File: src/rtl/seg_pkg.sv
`default_nettype none
// ============================================================================
// Module      : seg_pkg
// Description : Shared constants, types and helpers for the multiplexed
//               7-segment scan controller (digit count, nibble width,
//               all-dark anode pattern, leading-zero mask helper).
// Revision    : 1.0 - initial release
// ============================================================================
package seg_pkg;

    localparam int NUM_DIGITS = 4;
    localparam int NIB_W      = 4;
    localparam int DATA_W     = NUM_DIGITS * NIB_W;

    // Active-low anodes: all ones turns every digit off.
    localparam logic [NUM_DIGITS-1:0] AN_ALL_DARK = '1;

    typedef logic [$clog2(NUM_DIGITS)-1:0] digit_t;

    localparam digit_t LAST_DIGIT = digit_t'(NUM_DIGITS - 1);

    // Bit i set when nibbles i..top are all zero; digit 0 is never flagged.
    function automatic logic [NUM_DIGITS-1:0] leading_zero_mask(
        input logic [DATA_W-1:0] value
    );
        logic [NUM_DIGITS-1:0] mask;
        logic                  zero_above;
        mask       = '0;
        zero_above = 1'b1;
        for (int i = NUM_DIGITS - 1; i >= 1; i--) begin
            zero_above = zero_above && (value[i*NIB_W +: NIB_W] == '0);
            mask[i]    = zero_above;
        end
        return mask;
    endfunction

endpackage
`default_nettype wire

File: src/rtl/seg_refresh_tick.sv
`default_nettype none
// ============================================================================
// Module      : seg_refresh_tick
// Description : Digit-dwell prescaler. Counts 0..CLK_DIV-1 while enabled and
//               flags the last count of each dwell as tick. Held at zero
//               while disabled so a re-enable starts a fresh dwell.
// Revision    : 1.0 - initial release
// ============================================================================
module seg_refresh_tick
    import seg_pkg::*;
#(
    parameter int CLK_DIV = 50000,
    parameter int CNT_W   = (CLK_DIV > 1) ? $clog2(CLK_DIV) : 1
) (
    input  logic             clk,
    input  logic             rst_n,
    input  logic             en,
    output logic [CNT_W-1:0] cnt,
    output logic             tick
);

    localparam logic [CNT_W-1:0] CNT_MAX = CNT_W'(CLK_DIV - 1);

    logic [CNT_W-1:0] cnt_q;
    logic [CNT_W-1:0] cnt_d;

    assign tick = en && (cnt_q == CNT_MAX);
    assign cnt  = cnt_q;

    // Next count: wrap at the end of a dwell, park at zero while disabled.
    always_comb begin
        cnt_d = cnt_q + CNT_W'(1);
        if (!en || tick) begin
            cnt_d = '0;
        end
    end

    // Prescaler register.
    always_ff @(posedge clk or negedge rst_n) begin
        if (!rst_n) begin
            cnt_q <= '0;
        end else begin
            cnt_q <= cnt_d;
        end
    end

endmodule
`default_nettype wire

File: src/rtl/seven_seg_scan_ctrl.sv
`default_nettype none
// ============================================================================
// Module      : seven_seg_scan_ctrl
// Description : Four-digit multiplexed 7-segment scan controller. Cycles the
//               digit enables with a dark anti-ghosting gap at the start of
//               each dwell, presents the selected nibble to an external
//               decoder, and double-buffers new values so they only take
//               effect on a frame boundary (no mid-frame tearing).
//               Optional build macro: SEG_LEADING_ZERO_BLANK_EN - blanks
//               leading zero digits (digit 0 always lit).
// Revision    : 1.0 - initial release
// ============================================================================
module seven_seg_scan_ctrl
    import seg_pkg::*;
#(
    parameter int CLK_DIV = 50000,
    parameter int GAP_CYC = 16
) (
    input  logic                  clk,
    input  logic                  rst_n,
    input  logic                  en,
    input  logic                  load,
    input  logic [DATA_W-1:0]     data_in,
    output logic                  ready,
    output logic [NIB_W-1:0]      bin_out,
    output logic [NUM_DIGITS-1:0] an_n,
    output logic                  frame_done
);

    localparam int CNT_W = (CLK_DIV > 1) ? $clog2(CLK_DIV) : 1;
    localparam logic [CNT_W-1:0] GAP_LIM = CNT_W'(GAP_CYC);

    logic [CNT_W-1:0]      cnt;
    logic                  tick;

    digit_t                digit_sel_q;
    digit_t                digit_sel_d;
    logic [DATA_W-1:0]     active_q;
    logic [DATA_W-1:0]     active_d;
    logic [DATA_W-1:0]     pending_q;
    logic [DATA_W-1:0]     pending_d;
    logic                  pending_valid_q;
    logic                  pending_valid_d;
    logic [NIB_W-1:0]      bin_out_q;
    logic [NIB_W-1:0]      bin_out_d;
    logic [NUM_DIGITS-1:0] an_n_q;
    logic [NUM_DIGITS-1:0] an_n_d;
    logic [NUM_DIGITS-1:0] blank_mask;

    seg_refresh_tick #(
        .CLK_DIV (CLK_DIV),
        .CNT_W   (CNT_W)
    ) u_refresh_tick (
        .clk   (clk),
        .rst_n (rst_n),
        .en    (en),
        .cnt   (cnt),
        .tick  (tick)
    );

    assign frame_done = tick && (digit_sel_q == LAST_DIGIT);
    assign ready      = !pending_valid_q;
    assign bin_out    = bin_out_q;
    assign an_n       = an_n_q;

`ifdef SEG_LEADING_ZERO_BLANK_EN
    assign blank_mask = leading_zero_mask(active_q);
`else
    assign blank_mask = '0;
`endif

    // Digit pointer: step on each dwell tick, park on digit 0 while disabled.
    always_comb begin
        digit_sel_d = digit_sel_q;
        if (!en) begin
            digit_sel_d = '0;
        end else if (tick) begin
            digit_sel_d = digit_sel_q + digit_t'(1);
        end
    end

    // Double buffer: a pending value moves to active only at a frame boundary
    // (or at once while the scan is stopped); new loads wait for a free slot.
    always_comb begin
        active_d        = active_q;
        pending_d       = pending_q;
        pending_valid_d = pending_valid_q;
        if ((frame_done || !en) && pending_valid_q) begin
            active_d        = pending_q;
            pending_valid_d = 1'b0;
        end else if (load && ready) begin
            pending_d       = data_in;
            pending_valid_d = 1'b1;
        end
    end

    // Display outputs for the next cycle: dark during the gap or when stopped.
    always_comb begin
        bin_out_d = active_q[digit_sel_q*NIB_W +: NIB_W];
        an_n_d    = AN_ALL_DARK;
        if (en && (cnt >= GAP_LIM)) begin
            an_n_d = ~(NUM_DIGITS'(1) << digit_sel_q) | blank_mask;
        end
    end

    // State and registered display outputs.
    always_ff @(posedge clk or negedge rst_n) begin
        if (!rst_n) begin
            digit_sel_q     <= '0;
            active_q        <= '0;
            pending_q       <= '0;
            pending_valid_q <= 1'b0;
            bin_out_q       <= '0;
            an_n_q          <= AN_ALL_DARK;
        end else begin
            digit_sel_q     <= digit_sel_d;
            active_q        <= active_d;
            pending_q       <= pending_d;
            pending_valid_q <= pending_valid_d;
            bin_out_q       <= bin_out_d;
            an_n_q          <= an_n_d;
        end
    end

endmodule
`default_nettype wire
File: config.mk
export PLATFORM = sky130hd
export DESIGN_NAME = seven_seg_scan_ctrl
export DESIGN_NICKNAME = d
export VERILOG_FILES = /design/src/rtl/seg_pkg.sv /design/src/rtl/seg_refresh_tick.sv /design/src/rtl/seven_seg_scan_ctrl.sv
export SDC_FILE = /design/constraint.sdc
export NUM_CORES = 1
export LEC_CHECK = 0
export BUFFER_PORTS_ARGS = -buffer_cell sky130_fd_sc_hd__buf_2
export CAP_MARGIN = 10
export CORE_ASPECT_RATIO = 1.75
export CORE_MARGIN = 3
export CORE_UTILIZATION = 45
export DETAILED_ROUTE_END_ITERATION = 7
export GPL_ROUTABILITY_DRIVEN = 0
export MAX_ROUTING_LAYER = met4
export SYNTH_ARGS = -nofsm -noshare
export SYNTH_HDL_FRONTEND = slang
export SYNTH_SLANG_ARGS = --single-unit
File: constraint.sdc
create_clock -name clk -period 4 [get_ports clk]
set_clock_uncertainty 0.2 [all_clocks]
set_input_delay 1.2 -clock clk [delete_from_list [all_inputs] [get_ports clk]]
set_output_delay 1.2 -clock clk [all_outputs]
set_load 0.05 [all_outputs]
==> summary.md <==
| Metric | Value |
|---|---|
| Status | finished clean |
| DR WL/cell | around 14 µm |
| Crit path to | frame_done |
| Pleak | around 1.3 nW |
| Detailed placement HPWL | roughly 3100 µm |
| Drt pass-1 iters | 4 |
| Switching portion of total power | 0.2557 |
| Hold slack | ~0.3 ns |
| Starting Density | 0.4651 |
| Height of the chip | between 100 and 150 µm |
| CTS root buffer | clkbuf_8 |
| Post-synthesis async set-or-reset flop share | 1.000 |
| Achievable frequency | 0.2634 GHz |
| Row count | 36 |
| Unrepaired setup endpoints after global routing | false |
| IO Pins | 30 |
| Main synth FF type | dfrtp_1 |
| CTS tree | done |
| Vias/cell | about 4.9 |
| Power density over cell area | roughly 560 nW/µm² |
| Mapped Cells | around 200 |
| Storage element area | ~1500 µm² |
| Worst reg2reg path startpoint | u_refresh_tick.cnt[10]$_DFF_PN0_ |
| Worst-path clk slew | 0.06 ns |
| Max VDD drop | about 0.37 mV |
| Final count of hold timing violations | 0 |
| Resized Gates After CTS | 0 |
| Final-stage net count | 260 |
| Post-Route WL | about 4500 µm |
| Relative slew slack | 0.5024 |
| Count of filler cells inserted in the layout | ~520 |
| Mean Syn Cell Area | approximately 13 µm² |
| First-pass GRT wire length | 7797 µm |
| Max Transition Viols Final | 0 |
| Die area | roughly 6800 µm² |
| Seq cells post-synth | 59 |
| Commonest non-fill, non-tap cell in the layout | dfrtp_1 |
| GR Util All Layers | 0.1554 |
| Crit path DAT | 2.40 ns |
| Internal power | around 1.3 mW |
| Post-synthesis sequential area ratio | 0.5703 |
| Reg2Reg Depth | 5 |
| DIE WIDTH | 63.43 µm |
| Mapped Area | 2597 µm² |
| Cell variety after synth | 32 |
| CP required | 2.60 ns |
| Yosys warning count | 0 |
| 1st-iter DRT viols | 64 |
| Most frequent cells in the layout | 55 x dfrtp_1, 29 x buf_2, 23 x mux2_2 |
| Clk_lat worst skew | 0.33 ns |
| Port Buffer Count | 29 |
| Reg2reg end | active_q[15]$_DFFE_PN0P_ |
| Worst hold path startpoint | u_refresh_tick.cnt[0]$_DFF_PN0_ |
| Worst setup SP type | register |
| EDFF count, synth | 0 |
| Actual slew at the worst max-slew pin | 0.7464 ns |
| Max-Cap Viols | 0 |
| Max clock buf depth | 2 |
| Antenna diodes | 0 |
| Hold Buf Count CTS | 0 |
| Core Box Area | 5585 µm² |
| Final setup vio count | 0 |
| Via count of the first global-routing pass | roughly 1600 |
| Register share of total power | 0.470 |
| CP Launch Point | u_refresh_tick.cnt[10]$_DFF_PN0_ |
| Ratio of cells with drive above 1 in the final layout | 0.3849 |
| Clock sinks | 59 |
| Finished layout cell area | between 3000 and 4000 µm² |
| CTS buffer count | 9 |
| Combinational fraction of design power | 0.180 |
| DRC | 0 |
| H-tree levels | 3 |
| Crit Path Class | reg -> out |
| Minimum clock period | about 3.8 ns |
| Post-Syn Nets | 223 |
| Area delta synth->final | 17.20% |
| Postcts setup bufs | 0 |
| Critical Path Sink Type | output port |
| Final core occ | 0.5450 |
| Slack of the worst reg-to-reg path | between 1 and 1.5 ns |
| Switch Pwr | 0.4332 mW |
| Post-route setup TNS | 0 ns |
| Multi-input gate area | slightly above 1000 µm² |
| Grt ovf | 0 |
| HP Class | reg -> reg |
| ANT nets after route | 0 |
| Worst-path maximum fanout | 4 |
| Placed Area | around 2800 µm² |
| Antenna violations before repair | 0 |
| Routed via count | 1551 |
| Clock share of power | 0.350 |
| Final period utilization | 0.9492 |
| Largest net degree at the start of global routing | 60 |
==> how the worst min path moves through the flow <==
stage / end / slack (ns) / depth (start not counted)
after global placement: active_q[5]$_DFFE_PN0P_ / 0.29 / 1
after floorplan: pending_q[0]$_DFFE_PN0P_ / 0.27 / 1
after CTS: u_refresh_tick.cnt[0]$_DFF_PN0_ / 0.30 / 1
after global routing: active_q[3]$_DFFE_PN0P_ / 0.32 / 1
after detailed placement: active_q[8]$_DFFE_PN0P_ / 0.29 / 1
final: u_refresh_tick.cnt[0]$_DFF_PN0_ / 0.30 / 1
==> worst max-delay path: stages, from the launching register on <==
cell and delay, ns:
dfrtp_1 0.41, or4_4 0.55, or4_4 0.46, nor2_1 0.19
and3_1 0.20, buf_2 0.26
==> registers in the layout, indices dropped and copies added (netlist names) <==
name / cells
active_q: 16
an_n: 4
bin_out: 4
digit_sel_q: 2
pending_q: 16
pending_valid_q: 1
u_refresh_tick.cnt: 16
==> synth_stat cells (3+ instances only) <==
cell,number,share of area
nand4_1,3,0.0072
nor2_1,19,0.027
nand2_1,14,0.020
ha_1,6,0.029
mux4_2,4,0.035
nor3_1,3,0.0058
xor2_1,4,0.013
clkbuf_1,5,0.0072
inv_1,9,0.013
nor4_1,6,0.014
xnor2_1,9,0.030
dfrtp_1,55,0.53
dfstp_2,4,0.040
mux2_2,23,0.10
nand3_1,6,0.012
mux2_4,9,0.052
==> power by group through the flow <==
stage                     Sequential, mW  Clock, mW  Combinational, mW
after floorplan                    0.847          0              0.189
after detailed placement           0.809          0              0.310
after global routing               0.814      0.639              0.331
after CTS                          0.800      0.611              0.311
final                              0.796      0.593              0.305
after global placement             0.804          0              0.305
==> metal layers <==
layer / track usage / routed length (µm) / vias to the layer above
li1: - / - / 750
met1: 0.1720 / 1818 / 764
met2: 0.2528 / 2394 / 25
met3: 0.04545 / 117 / 12
met4: 0.07883 / 123 / 0
met5: - / 0 / -
==> layout make-up <==
class	instances	area share
Sequential cell	59	0.4866
Clock buffer	12	0.04768
Inverter	9	0.01110
Multi-Input combinational cell	122	0.3416
Timing Repair Buffer	33	0.05754
Tap cell	76	0.03124
Clock inverter	4	0.02425
==> metrics by stage <==
stage / total power [mW] / instances / setup slack (ns)
2_1_floorplan: 1.036 / 197 / 0.5673
3_3_place_gp: 1.109 / 299 / 0.5529
3_5_place_dp: 1.119 / 299 / 0.5346
4_1_cts: 1.722 / 315 / 0.1669
5_1_grt: 1.784 / 315 / 0.08625
6_report: 1.694 / 315 / 0.2032
==> cell families (layout without fill, tap and decap cells) <==
group           Yosys count  after routing  share of synthesized area
simple gates             60             60                     0.1142
xor+xnor                 13             13                    0.04383
flops                    59             59                     0.5703
fa+ha+maj                 6              6                    0.02890
compound gates            6              6                    0.02312
mux                      37             37                     0.1903
buf+inv                  16             58                    0.02938
Power figures use the tool's default switching activity.
